### config.mk
export PLATFORM = sky130hd
export DESIGN_NAME = smp_bus_arbiter
export DESIGN_NICKNAME = d
export VERILOG_FILES = /design/src/rtl/smp_bus_arbiter.sv
export SDC_FILE = /design/constraint.sdc
export NUM_CORES = 1
export LEC_CHECK = 0
export BUFFER_PORTS_ARGS = -buffer_cell sky130_fd_sc_hd__buf_2
export CORE_MARGIN = 2
export CORE_UTILIZATION = 43
export CTS_CLUSTER_SIZE = 8
export DETAILED_ROUTE_END_ITERATION = 7
export HOLD_SLACK_MARGIN = 0.08
export PLACE_DENSITY = 0.81
export SLEW_MARGIN = 20
export SYNTH_ARGS = -nofsm -noshare
export SYNTH_HDL_FRONTEND = slang
export SYNTH_SLANG_ARGS = --single-unit
### constraint.sdc
create_clock -name clk -period 2.4 [get_ports clk]
set_input_delay 0.36 -clock clk [delete_from_list [all_inputs] [get_ports clk]]
set_output_delay 0.36 -clock clk [all_outputs]
set_load 0.01 [all_outputs]
### src/rtl/smp_bus_arbiter.sv
// smp_bus_arbiter
// Round-robin arbiter and transaction sequencer for the shared snoop bus.
// Grants one core at a time, broadcasts the latched address, strobes
// invalidates to non-owners on writes, runs the memory access and returns
// a one-cycle done pulse to the owner.
// Optional feature: define SMP_ARB_TIMEOUT_EN to bound the memory wait by
// TIMEOUT cycles and report expiry through err. Without it MEM waits
// indefinitely and err stays 0.

module smp_bus_arbiter #(
    parameter int NUM_CORES = 4,
    parameter int ADDR_W    = 32,
    parameter int TIMEOUT   = 255
) (
    input  logic                        clk,
    input  logic                        reset,
    input  logic [NUM_CORES-1:0]        req,
    input  logic [NUM_CORES-1:0]        req_rw,
    input  logic [NUM_CORES*ADDR_W-1:0] req_addr,
    output logic [NUM_CORES-1:0]        gnt,
    output logic [NUM_CORES-1:0]        done,
    output logic [NUM_CORES-1:0]        err,
    output logic                        busy,
    output logic [ADDR_W-1:0]           snoop_addr,
    output logic [NUM_CORES-1:0]        snoop_inv,
    output logic                        mem_req,
    output logic                        mem_rw,
    output logic [ADDR_W-1:0]           mem_addr,
    input  logic                        mem_ack
);

    localparam int IDX_W = (NUM_CORES > 1) ? $clog2(NUM_CORES) : 1;

    typedef enum logic [1:0] {
        ST_IDLE  = 2'd0,
        ST_SNOOP = 2'd1,
        ST_MEM   = 2'd2,
        ST_DONE  = 2'd3
    } state_t;

    state_t                 r_state;
    logic [IDX_W-1:0]       r_last;
    logic [IDX_W-1:0]       r_owner;
    logic [NUM_CORES-1:0]   r_gnt;
    logic [NUM_CORES-1:0]   r_done;
    logic [NUM_CORES-1:0]   r_err;
    logic                   r_busy;
    logic [ADDR_W-1:0]      r_snoop_addr;
    logic [NUM_CORES-1:0]   r_snoop_inv;
    logic                   r_mem_req;
    logic                   r_mem_rw;
    logic [ADDR_W-1:0]      r_mem_addr;

`ifdef SMP_ARB_TIMEOUT_EN
    localparam int CNT_W = ($clog2(TIMEOUT + 1) > 8) ? $clog2(TIMEOUT + 1) : 8;
    logic [CNT_W-1:0]       r_cnt;
`endif

    logic                   w_any;
    logic [IDX_W-1:0]       w_win_idx;
    logic [NUM_CORES-1:0]   w_win_oh;
    logic [ADDR_W-1:0]      w_win_addr;
    logic                   w_win_rw;

    // Round-robin winner: scan from last_winner+1 with wrap; the scan runs
    // farthest-first so the nearest requester is the final assignment.
    always_comb begin
        logic [IDX_W-1:0] cand;
        w_any     = |req;
        w_win_idx = {IDX_W{1'b0}};
        cand      = {IDX_W{1'b0}};
        for (int i = NUM_CORES; i >= 1; i--) begin
            cand = IDX_W'((int'(r_last) + i) % NUM_CORES);
            if (req[cand]) begin
                w_win_idx = cand;
            end else begin
                w_win_idx = w_win_idx;
            end
        end
        w_win_oh   = {{(NUM_CORES-1){1'b0}}, 1'b1} << w_win_idx;
        w_win_addr = req_addr[int'(w_win_idx)*ADDR_W +: ADDR_W];
        w_win_rw   = req_rw[w_win_idx];
    end

    // Transaction FSM with all outputs registered; pulses default low each cycle.
    always_ff @(posedge clk) begin
        if (reset) begin
            r_state      <= ST_IDLE;
            r_last       <= IDX_W'(NUM_CORES - 1);
            r_owner      <= {IDX_W{1'b0}};
            r_gnt        <= {NUM_CORES{1'b0}};
            r_done       <= {NUM_CORES{1'b0}};
            r_err        <= {NUM_CORES{1'b0}};
            r_busy       <= 1'b0;
            r_snoop_addr <= {ADDR_W{1'b0}};
            r_snoop_inv  <= {NUM_CORES{1'b0}};
            r_mem_req    <= 1'b0;
            r_mem_rw     <= 1'b0;
            r_mem_addr   <= {ADDR_W{1'b0}};
`ifdef SMP_ARB_TIMEOUT_EN
            r_cnt        <= {CNT_W{1'b0}};
`endif
        end else begin
            r_done      <= {NUM_CORES{1'b0}};
            r_err       <= {NUM_CORES{1'b0}};
            r_snoop_inv <= {NUM_CORES{1'b0}};
            case (r_state)
                ST_IDLE: begin
                    if (w_any) begin
                        r_state      <= ST_SNOOP;
                        r_owner      <= w_win_idx;
                        r_gnt        <= w_win_oh;
                        r_busy       <= 1'b1;
                        r_mem_rw     <= w_win_rw;
                        r_mem_addr   <= w_win_addr;
                        r_snoop_addr <= w_win_addr;
                        // invalidate strobe is visible exactly while in SNOOP
                        r_snoop_inv  <= w_win_rw ? ~w_win_oh : {NUM_CORES{1'b0}};
                    end else begin
                        r_state <= ST_IDLE;
                    end
                end
                ST_SNOOP: begin
                    r_state   <= ST_MEM;
                    r_mem_req <= 1'b1;
`ifdef SMP_ARB_TIMEOUT_EN
                    r_cnt     <= {CNT_W{1'b0}};
`endif
                end
                ST_MEM: begin
                    if (mem_ack) begin
                        r_state   <= ST_DONE;
                        r_mem_req <= 1'b0;
                        r_done    <= r_gnt;
                    end
`ifdef SMP_ARB_TIMEOUT_EN
                    else if (r_cnt == CNT_W'(TIMEOUT - 1)) begin
                        r_state   <= ST_DONE;
                        r_mem_req <= 1'b0;
                        r_done    <= r_gnt;
                        r_err     <= r_gnt;
                    end else begin
                        r_cnt <= r_cnt + CNT_W'(1);
                    end
`else
                    else begin
                        r_state <= ST_MEM;
                    end
`endif
                end
                ST_DONE: begin
                    r_state <= ST_IDLE;
                    r_gnt   <= {NUM_CORES{1'b0}};
                    r_busy  <= 1'b0;
                    r_last  <= r_owner;
                end
                default: begin
                    r_state   <= ST_IDLE;
                    r_gnt     <= {NUM_CORES{1'b0}};
                    r_busy    <= 1'b0;
                    r_mem_req <= 1'b0;
                end
            endcase
        end
    end

    assign gnt        = r_gnt;
    assign done       = r_done;
    assign err        = r_err;
    assign busy       = r_busy;
    assign snoop_addr = r_snoop_addr;
    assign snoop_inv  = r_snoop_inv;
    assign mem_req    = r_mem_req;
    assign mem_rw     = r_mem_rw;
    assign mem_addr   = r_mem_addr;

endmodule

==> summary.txt <==
Yosys
  – Post-synth ARST share: 0%
  – Mapped Cells: 424
  – Yosys cell types: 46
  – Sequential cell area fraction in the yosys report: 30.9%
  – Ys flop type: dfxtp_1
  – Avg Inst Size Synth: 8.11 µm²
  – Warnings from Yosys: 0
  – EDFF count, synth: 0
  – Register bit total from synthesis: 53
  – Mapped cell area: ~3400 µm²

Pwr
  – Clock share of power: 15.5%
  – Cell Int Power: between 2000 and 2500 µW
  – Static Leak: approximately 0.0023 µW
  – Pwr Density: 781 nW/µm²
  – Switching share of power: 41.0%
  – NetSw: 1400 µW
  – Worst VDD drop: 0.321 mV
  – Share of total power in combinational logic: 48.5%
  – Reg power frac: a little over a third

Floorplan
  – Die X: around 93 µm
  – IO Pins: 222
  – FP Rows: 32
  – Die Area: 8730 µm²
  – Die Span Y: 93.4 µm
  – Starting Density: between 40% and 50%
  – Core footprint: 7730 µm²

Timing
  – Final slew viol count: 0
  – Final hold vios: 0
  – Final setup violation count: 0
  – Slew headroom: 35.8%
  – Setup TNS: 0 ns
  – Period utilisation layout: between 80% and 90%
  – Max Clk Rate: 0.480 GHz
  – Clock Skew: 0.0130 ns
  – Worst slew pin tran: 0.963 ns
  – Final min period: 2.08 ns
  – RSZ-0062 raised after global routing: false

Route
  – Average vias per placed instance: 5.41
  – Final wirelength: 11000 µm
  – Via Count: 3756
  – Final antenna-violating net count: 0
  – DRT iter0 DRCs: 270
  – DRC: 0
  – Routed len/inst: 15.9 µm
  – Drt first pass iters: 4

CTS
  – Post-CTS setup buffer count: 0
  – TritonCTS clock tree: done
  – Num Clock Sinks: 53
  – Hold buffers post-CTS: 0
  – CTS Buf Count: 5
  – Post-cts gate resize count: 0
  – Reg clk slew, reported paths: 0.11 ns
  – Root Buffer: clkbuf_8
  – H-tree depth: 2
  – Clock buffer depth: 2
  – Clock Latency Late Sink: 0.31 ns

Min path
  – Min-Delay Path Class: input port to flop
  – Hold Path Origin: req_addr[107]

GRT
  – Via count of the first global-routing pass: about 3400
  – Gr ovfl total: 0
  – Initial antenna violation count: 0
  – First-pass GRT wire length: approximately 16000 µm
  – Largest net degree at the start of global routing: 53
  – Tot GR Track Use: 23.3%

Finish
  – Nets: 734
  – Commonest non-fill, non-tap cell in the layout: buf_2
  – Layout cell share with drive strength beyond 1: 42.4%
  – Final Instance Area: 4370 µm²
  – Area grow syn2layout: 27.1%
  – Commonest non-fill, non-tap cells in the layout: buf_2, nor2_1, nand2_1
  – ANT cells: 0

Critical path
  – Chain of cells forming the critical path: nand2b_1 > a21oi_1 > a311oi_4 > buf_4 > mux2_2 > a22o_1
  – CP Capture Type: flop
  – CP arrival: 2.29 ns
  – Kind of critical path: flop to flop
  – Crit path launch type: flop
  – R2r startpoint: r_last[1]
  – Critical path startpoint: r_last[1]
  – WP data required: 2.61 ns
  – Critical path's largest stage delay: just under 0.6 ns
  – CP max FO: 13
  – Critical path's slowest cell: dfxtp_1

Placement
  – Final GP Congestion: 0.878
  – I/O Buffers: 217
  – DP Area: 4280 µm²
  – DP Wirelength: 8330 µm

Run
  – Max_cap viols: 0

Status
  – Status: complete, no violations
## power groups by stage
| stage | Combinational [µW] | Clock [µW] | Sequential (µW) |
|---|---|---|---|
| floorplan | 1160 | 0 | 1300 |
| global placement | 1620 | 0 | 1240 |
| detailed placement | 1650 | 0 | 1240 |
| CTS | 1660 | 547 | 1230 |
| global route | 1820 | 583 | 1250 |
| finish | 1650 | 529 | 1230 |
## cell families (layout without fill, tap and decap cells)
logic type      after synthesis  after routing  share of synthesized area (%)
compound gates               99             99                           23.7
fa+ha+maj                     4              4                           1.46
buf+inv                      77            242                           15.3
flops                        53             53                           30.9
mux                          34             34                           10.2
other cells                   1              4                          0.109
simple gates                156            156                           18.3
## layer usage
metal  vias up  wire length, µm  GRT usage (%)
met4         0              142           6.37
met3        18             1030           6.04
met5         -                0              0
met2       200             5570           42.3
met1      1750             4260           26.8
li1       1788                -              -
## registers in the layout, indices dropped and copies added, names as in the netlist
register / flops
busy: 1
done: 4
gnt: 4
mem_addr: 32
mem_req: 1
mem_rw: 1
r_last: 2
r_owner: 2
r_state: 2
snoop_inv: 4
## path summary, 6_finish.rpt
| kind | to | slack [ns] | cells past startpoint |
|---|---|---|---|
| setup reg to reg | mem_addr[8] | 0.32 | 6 |
| setup / recovery | mem_addr[8] | 0.32 | 6 |
| hold / removal | mem_addr[11] | 0.32 | 3 |
| hold reg to reg | r_owner[1] | 0.46 | 2 |
## cells in the mapped netlist, types with 3 or more instances
cell / instances / area share [%]
buf_2: 6 / 0.87
a22o_1: 8 / 2.0
ha_1: 4 / 1.5
buf_4: 37 / 8.1
nor3_1: 9 / 1.3
nand2_1: 58 / 6.3
nor2_1: 77 / 8.4
inv_1: 7 / 0.76
a22oi_1: 3 / 0.65
a221o_1: 32 / 9.3
mux2_2: 8 / 2.6
buf_6: 6 / 2.0
and2_1: 4 / 0.73
dfxtp_1: 53 / 31
o21ai_0: 9 / 1.3
a21oi_1: 5 / 0.73
clkbuf_1: 16 / 1.7
nor2b_1: 4 / 0.73
o21ai_1: 19 / 2.8
mux2i_1: 26 / 7.6
## worst max-delay path, delay by kind of cell (launching register included)
| kind | cells | cell delay, ns |
|---|---|---|
| AND/OR/NAND/NOR | 1 | 0.16 |
| flip-flops | 1 | 0.59 |
| buffers and inverters | 1 | 0.29 |
| AO/OA/AOI/OAI | 3 | 0.56 |
| multiplexers | 1 | 0.36 |
## area by class of cell
type                       instances  area (µm²)
clock buffer                       5        68.8
clock inverter                     3        25.0
fill                             746        3360
inverter                           7        26.3
multi-input combinational        297        1870
sequential                        53        1060
tap                              102         128
timing repair buffer             227        1190
## through the flow
stage          setup slack, ns  std cells  power (µW)  hold slack, ns  utilization, %
6_report                 0.316        694        3410           0.318            56.5
5_1_grt                  0.171        694        3660           0.328            56.5
3_5_place_dp             0.290        686        2900           0.454            55.3
4_1_cts                  0.321        694        3430           0.310            56.5
3_3_place_gp             0.386        686        2860           0.446            55.3
2_1_floorplan            0.509        427        2460           0.436               -
(Power assumes the default switching activity.)
